`src/rtl/ascon_io_frontend.sv`:
```
// ascon_io_frontend
//   Pin-level front end for the ASCON datapath. Deserializes nibble-wide
//   framed input from GPIO into tagged 64-bit beats for the core, and
//   serializes 64-bit core results back out as 32 dibits.
//
// Ports:
//   clk          rising-edge clock
//   rst          asynchronous active-low reset
//   pin_in[5:0]  [3:0] nibble, [4] strobe, [5] frame
//   pin_out[2:0] [1:0] result dibit, [2] result strobe
//   out_valid/out_ready         beat handshake toward the core
//   out_data/out_type/out_last/out_decrypt  beat payload and tags
//   res_valid/res_ready/res_data            result word from the core
//   err          sticky protocol error for the current frame
module ascon_io_frontend #(
  parameter int unsigned SYNC_STAGES = 2
) (
  input  logic        clk,
  input  logic        rst,
  input  logic [5:0]  pin_in,
  output logic [2:0]  pin_out,
  output logic        out_valid,
  input  logic        out_ready,
  output logic [63:0] out_data,
  output logic [1:0]  out_type,
  output logic        out_last,
  output logic        out_decrypt,
  input  logic        res_valid,
  output logic        res_ready,
  input  logic [63:0] res_data,
  output logic        err
);

  typedef enum logic [1:0] {IDLE, HDR, DATA, ERR} state_t;
  state_t state;

  // Input synchronizer
  logic [5:0] sync_q [SYNC_STAGES];

  always_ff @(posedge clk or negedge rst) begin
    if (!rst) begin
      for (int unsigned i = 0; i < SYNC_STAGES; i++) sync_q[i] <= '0;
    end else begin
      sync_q[0] <= pin_in;
      for (int unsigned i = 1; i < SYNC_STAGES; i++) sync_q[i] <= sync_q[i-1];
    end
  end

  logic [5:0] pin_s;
  logic       frame_d;
  logic       frame_rise;
  logic       frame_fall;
  logic       stb;
  logic [3:0] nib;

  assign pin_s      = sync_q[SYNC_STAGES-1];
  assign nib        = pin_s[3:0];
  assign stb        = pin_s[4];
  assign frame_rise = pin_s[5] & ~frame_d;
  assign frame_fall = ~pin_s[5] & frame_d;

  // Frame header, nibble counter, shift register and completed-beat tags
  logic [1:0]  hdr_type;
  logic        hdr_last;
  logic        hdr_dec;
  logic [5:0]  cnt;
  logic [5:0]  cnt_nx;
  logic [5:0]  exp_len;
  logic [63:0] sr;
  logic        full;
  logic [1:0]  full_type;
  logic        full_last;
  logic        full_dec;
  logic        move;
  logic        pending;

  assign cnt_nx  = cnt + 6'd1;
  assign exp_len = hdr_type[1] ? 6'd16 : 6'd32;
  // A completed beat leaves the shift register when the holding register
  // is free or is being drained on this same edge.
  assign move    = full & (~out_valid | out_ready);
  assign pending = full & ~move;

  always_ff @(posedge clk or negedge rst) begin
    if (!rst) begin
      state       <= IDLE;
      frame_d     <= 1'b0;
      err         <= 1'b0;
      hdr_type    <= '0;
      hdr_last    <= 1'b0;
      hdr_dec     <= 1'b0;
      cnt         <= '0;
      sr          <= '0;
      full        <= 1'b0;
      full_type   <= '0;
      full_last   <= 1'b0;
      full_dec    <= 1'b0;
      out_valid   <= 1'b0;
      out_data    <= '0;
      out_type    <= '0;
      out_last    <= 1'b0;
      out_decrypt <= 1'b0;
    end else begin
      frame_d <= pin_s[5];

      if (move) begin
        out_valid   <= 1'b1;
        out_data    <= sr;
        out_type    <= full_type;
        out_last    <= full_last;
        out_decrypt <= full_dec;
        full        <= 1'b0;
      end else if (out_valid && out_ready) begin
        out_valid <= 1'b0;
      end

      case (state)
        IDLE: begin
          if (frame_rise) begin
            state <= HDR;
            err   <= 1'b0;
          end
        end
        HDR: begin
          if (frame_fall) begin
            state <= ERR;
            err   <= 1'b1;
          end else if (stb) begin
            hdr_type <= nib[1:0];
            hdr_last <= nib[2];
            hdr_dec  <= nib[3];
            cnt      <= '0;
            state    <= DATA;
          end
        end
        DATA: begin
          if (frame_fall) begin
            if (cnt == exp_len) begin
              state <= IDLE;
            end else begin
              state <= ERR;
              err   <= 1'b1;
            end
          end else if (stb) begin
            if (cnt == exp_len || pending) begin
              state <= ERR;
              err   <= 1'b1;
            end else begin
              // Shifting while a beat moves out is safe: the move reads
              // the pre-edge contents, and 16 new nibbles overwrite the rest.
              sr  <= {sr[59:0], nib};
              cnt <= cnt_nx;
              if (cnt_nx[3:0] == 4'd0) begin
                full      <= 1'b1;
                full_type <= hdr_type;
                full_dec  <= hdr_dec;
                full_last <= hdr_type[1] ? hdr_last : (cnt_nx == 6'd32);
              end
            end
          end
        end
        ERR: begin
          if (!pin_s[5]) state <= IDLE;
        end
        default: state <= IDLE;
      endcase
    end
  end

  // Result serializer
  logic [63:0] ser_sr;
  logic [4:0]  ser_cnt;
  logic        busy;

  assign res_ready = rst & ~busy;

  always_ff @(posedge clk or negedge rst) begin
    if (!rst) begin
      ser_sr  <= '0;
      ser_cnt <= '0;
      busy    <= 1'b0;
      pin_out <= '0;
    end else if (busy) begin
      pin_out <= {1'b1, ser_sr[63:62]};
      ser_sr  <= {ser_sr[61:0], 2'b00};
      ser_cnt <= ser_cnt + 5'd1;
      if (ser_cnt == 5'd31) busy <= 1'b0;
    end else begin
      pin_out <= '0;
      if (res_valid) begin
        ser_sr  <= res_data;
        ser_cnt <= '0;
        busy    <= 1'b1;
      end
    end
  end

endmodule

```
`config.mk`:
```
export PLATFORM = sky130hd
export DESIGN_NAME = ascon_io_frontend
export DESIGN_NICKNAME = d
export VERILOG_FILES = /design/src/rtl/ascon_io_frontend.sv
export SDC_FILE = /design/constraint.sdc
export NUM_CORES = 1
export LEC_CHECK = 0
export BUFFER_PORTS_ARGS = -buffer_cell sky130_fd_sc_hd__buf_2
export CAP_MARGIN = 30
export CORE_MARGIN = 3
export CORE_UTILIZATION = 30
export CTS_CLUSTER_SIZE = 28
export DETAILED_ROUTE_END_ITERATION = 12
export GPL_ROUTABILITY_DRIVEN = 0
export PLACE_DENSITY = 0.47
export SKIP_LAST_GASP = 1
export SLEW_MARGIN = 25
export SYNTH_ARGS = -nofsm -noshare
export SYNTH_HDL_FRONTEND = slang
export SYNTH_SLANG_ARGS = --single-unit
```
`constraint.sdc`:
```
create_clock -name clk -period 3.4 [get_ports clk]
set_input_delay 0.17 -clock clk [delete_from_list [all_inputs] [get_ports clk]]
set_output_delay 0.17 -clock clk [all_outputs]
set_load 0.03 [all_outputs]
```
# Word-level counts from Yosys, hierarchy flattened
# Index checks and enable logic that the tools add are counted.
[totals]
regBits = 237
input_bits = 74
out_inout_bits = 74
elab_cells = 110
[op_classes]
addsub = 2
n_eq_ne = 18
mux = 40
bitwise = 13
n_reduce_logical = 14
[op_table]
columns = ["operator", "n"]
rows = [
  ["$mux W64", 2],
  ["$mux W6", 6],
  ["$mux W1", 18],
  ["$mux W2", 8],
  ["$ne A2 B2 Y1 const B", 8],
  ["$ne A3 B3 Y1 const B", 4],
  ["$pmux W6 S2", 1],
  ["$reduce_and A6 Y1", 2],
  ["$mux W5", 2],
  ["$reduce_and A5 Y1", 2],
  ["$pmux W2 S4", 1],
  ["$not A1 Y1", 7],
  ["$add A6 B1 Y6 const B", 1],
  ["$eq A6 B6 Y1", 1],
  ["$eq A6 B6 Y1 const B", 1],
  ["$reduce_bool A2 Y1", 3],
  ["$add A5 B1 Y5 const B", 1],
  ["$and A1 B1 Y1", 5],
  ["$eq A5 B5 Y1 const B", 1],
  ["$eq A2 B2 Y1 const B", 2],
  ["$logic_not A4 Y1", 1],
  ["$reduce_and A4 Y1", 1],
  ["$mux W3", 1],
  ["$pmux W1 S3", 1],
  ["7 further kinds", 7],
]

# Logic depth before layout (Yosys ltp)
[logic_depth]
word_depth = 10
ltp_mapped = 9
depth_no_buf = 7

# Least setup slack after synthesis
# OpenSTA, ideal clock, no wires.
[synth_path]
path_type = "reg2reg"
startpoint = "register cnt[0]"
endpoint = "register err"
setup_ps = 128
arrival_time_ps = 1896
t_required_ps = 3272
setup_slack_ps = 1377
stages_incl_launch_ff = 8
path_buffers = 0
period_less_slack_ps = 2023
path_cell_list = "dfrtp_1 > inv_1 > ha_1 > or3b_1 > a21oi_4 > o21ai_2 > a2111oi_2 > mux2_1"
[synth_via]
elab_chain_cells = 4
elab_cells_between_ends = 5
cone_classes = "eq/ne (3); reduce/logical (2)"
[synth_rtl]
columns = ["element", "line", "rtl"]
rows = [
  ["start: declaration", "66", "logic [5:0] cnt;"],
  ["start signal: assignment", "152", "cnt <= cnt_nx;"],
  ["$eq A6 B6 Y1 *", "138, 145", ""],
  ["$logic_or A1 B1 Y1", "145", "if (cnt == exp_len || pending) begin"],
  ["$ne A3 B3 Y1 (no line)", "--", ""],
  ["$reduce_and A6 Y1 (no line) *", "--", ""],
  ["end signal: assignment", "127", "err <= 1'b1;"],
  ["end signal: assignment", "142", "err <= 1'b1;"],
  ["end signal: assignment", "147", "err <= 1'b1;"],
  ["end: declaration", "31", "output logic err"],
]
# Mark *: on every way between the ends. The rest lies on a longest branch, timed or not.
# A chain may end at the register's enable or synchronous reset.

# Final worst setup path
[layout_path]
startpoint = "register cnt[0]"
endpoint = "register cnt[1]"
[layout_via]
elab_chain_cells = 5
elab_cells_between_ends = 9
cone_classes = "add/sub (1); eq/ne (2); mux (4); reduce/logical (2)"
[layout_rtl]
columns = ["element", "line", "rtl"]
rows = [
  ["$add A6 B1 Y6", "77", "assign cnt_nx = cnt + 6'd1;"],
  ["$mux W6", "145", ""],
  ["$mux W6", "144", "end else if (stb) begin"],
  ["$mux W6", "137", "if (frame_fall) begin"],
  ["$pmux W6 S2", "117", "case (state)"],
]
# Several ways; a longest one is shown, not always the timed one. The select of a mux whose other input is x is not followed.

==> qor.csv <==
metric;value;unit
most frequent cell after synthesis;nand2_1;
cell taking the most area after synthesis;dfrtp_1;
Ant. Diodes;0;
# setup viols final;0;
count of state elements after synthesis;237;
initial DRC count;336;
Clock Root Buffer;clkbuf_16;
final slew viol count;0;
vias in the first global route;6794;
worst r2r src;cnt[0];
I/O Buffers;147;
DP Wirelength;13400;um
Post-synth ARST share;1.000;
Layout Utilization;0.3980;
worst clock skew;0.01000;ns
initial antenna violation count;0;
via count;6609;
post-route clock period utilization;0.6684;
clk_lat worst skew;0.52;ns
placed cells;1354;
clk sinks;237;
Die Span Y;184.8;um
Yosys top cell area share;0.6182;
Setup Crit Path Kind;reg -> reg;
crit start category;flop;
met2 wire len;9415;um
wl on met1;10640;um
Post-DRT Antenna Nets;0;
critical path data arrival time;2.73;ns
status;finished clean;
First-pass DRT Iterations;4;
CP endpoint kind;flop;
f_max;0.4400;GHz
Synth area leaders;dfrtp_1 62%, nand2_1 10%, mux2_2 9.0%;
Top Metal Used;met4;
Design Area, Final;0.01237;mm2
top cells by count, synth;268 x nand2_1, 237 x dfrtp_1, 77 x mux2_2;
Post-DP Area;0.01076;mm2
vias per std cell;4.490;
Starting Density;0.3088;
Post-synth EDFFs;0;
Net count, final;1141;
die area;0.03416;mm2
Row Count;64;
CTS tree;built;
Largest stage delay, worst path;0.42;ns
Final Hold Viols;0;
setup bufs post-CTS;0;
Area Overhead vs Synth;28.90;%
Congestion Overflow GR;0;
fill count;3049;
layout cells sized above 1;0.2639;
core box area;0.03107;mm2
first-pass GRT wire length;35510;um
Max FO, Critical Path;34;
DRC Markers;0;
TritonCTS Buffers;27;
setup TNS;0;ns
RSZ-0062 raised after global routing;false;
worst vdd ir;0.3159;mV
net count after synthesis;929;
GRT Overall Usage;0.1256;
dominant synthesized flop cell;dfrtp_1;
Max-cap violations;0;
Min-Delay Path Class;in -> async;
DR WL/cell;14.74;um
I/O pins;148;
final std cells w/o fill;1472;
routed wl met3;1233;um
Cell variety after synth;41;
CP startpoint;cnt[0];
slowest CP cell;dfrtp_1;
crit path time final;2.273;ns
Power, Total;7830;uW
sequential area share after synthesis;0.6182;
largest net degree at the start of global routing;92;
measured slew at the worst slew-check pin;0.7733;ns
Pleak;0.006501;uW
Avg Inst Size Synth;11.33;um2
Synth Cell Area;0.009593;mm2
PwrDens;633.2;mW/mm2
cells along the critical path;inv_1 -> ha_1 -> or3b_1 -> a21oi_4 -> or3_2 -> buf_4 -> nand3_1 -> nand2_1;
clock buffer depth;3;
Die Wd;184.8;um
clock slew at reported path FFs;0.06;ns
depth of the CTS H-tree;1;
Synthesis Warnings;0;
CP required;3.86;ns
Total Wirelength;21700;um
Relative slew margins;0.4845;
Syn Inst Count;847;
[per-stage QoR]
step / setup WS [ns] / hold WS [ns]
6_report: 1.127 / 0.2137
2_1_floorplan: 1.377 / -0.1256
4_1_cts: 1.077 / 0.1840
5_1_grt: 0.9142 / 0.2153
3_5_place_dp: 1.101 / 0.1979
3_3_place_gp: 1.112 / 0.1970
[timing repair]
item                                    CTS  global route
gates resized for setup                   0             0
hold buffers                             72             0
endpoints found under the hold margin   141             0
endpoints found under the setup margin    0             0
[critical path: cells and delay by family, from the launching register on]
family,cells,cell delay (ns)
buf+inv,2,0.50
flops,1,0.42
fa+ha+maj,1,0.13
compound gates,1,0.19
simple gates,4,0.97
[final cells by class]
cell class                 count  area [um2]  area share
sequential                   237        5934      0.4799
multi-input combinational    554        3442      0.2784
timing repair buffer         230        1577      0.1275
clock buffer                  41       808.3     0.06536
tap                          396       495.5     0.04007
clock inverter                 5       75.07    0.006071
inverter                       9       33.78    0.002732
[sequential cells by signal, indices dropped and copies added, names as in the netlist, 2 cells and up]
register	flops
out_data	64
ser_sr	64
sr	64
cnt	6
pin_s	6
sync_q	6
ser_cnt	5
pin_out	3
full_type	2
hdr_type	2
out_type	2
state	2
[cell families (layout without fill, tap and decap cells)]
group,Yosys count,after routing,share of synthesized area
mux,143,143,0.1594
fa+ha+maj,8,8,0.01043
xor+xnor,5,5,0.004565
buf+inv,56,285,0.02452
flops,237,237,0.6182
compound gates,89,89,0.05230
simple gates,309,309,0.1306
[cells in the final DEF (no fill, tap or decap), types with 2 or more instances in the layout]
| master | count |
|---|---|
| nor2_1 | 5 |
| nor2b_1 | 2 |
| dlygate4sd3_1 | 72 |
| nand2_1 | 267 |
| and3_1 | 3 |
| nand2b_1 | 6 |
| inv_1 | 9 |
| dfrtp_1 | 236 |
| mux2i_1 | 65 |
| buf_2 | 145 |
| and2_1 | 3 |
| nand4_1 | 2 |
| o21ai_0 | 73 |
| nand3_1 | 10 |
| xnor2_1 | 4 |
| buf_4 | 10 |
| bufinv_16 | 2 |
| mux2_2 | 77 |
| clkinv_2 | 3 |
| clkbuf_8 | 8 |
| nand3b_1 | 3 |
| clkbuf_1 | 6 |
| a21oi_1 | 2 |
| o211ai_1 | 2 |
| clkbuf_16 | 27 |
| a31oi_1 | 2 |
| buf_12 | 2 |
| ha_1 | 8 |
[path summary, 6_finish.rpt]
path / cells past startpoint / slack [ns] / end
worst min register to register: 0 / 0.34 / pin_s[4]
worst max register to register: 8 / 1.13 / cnt[1]
max in group asynchronous: 3 / 2.17 / busy
worst min-delay path: 2 / 0.21 / sync_q[6]
min in group clk: 3 / 0.21 / busy
worst max-delay path: 8 / 1.13 / cnt[1]
[report_power, final]
part / switching (uW) / leakage, uW / internal (uW) / total [uW]
Sequential: 376 / 0.00320 / 3320 / 3700
Combinational: 674 / 0.00286 / 562 / 1240
Clock: 1120 / 0.000437 / 1770 / 2890
Total: 2170 / 0.00650 / 5660 / 7830
[per-layer routing]
metal  global-route usage  vias to the layer above
met5                    0                        -
met4              0.03151                        0
met3              0.03240                       28
met2               0.1914                      130
met1               0.1798                     3213
li1                     -                     3238
Power figures use the tool's default switching activity.
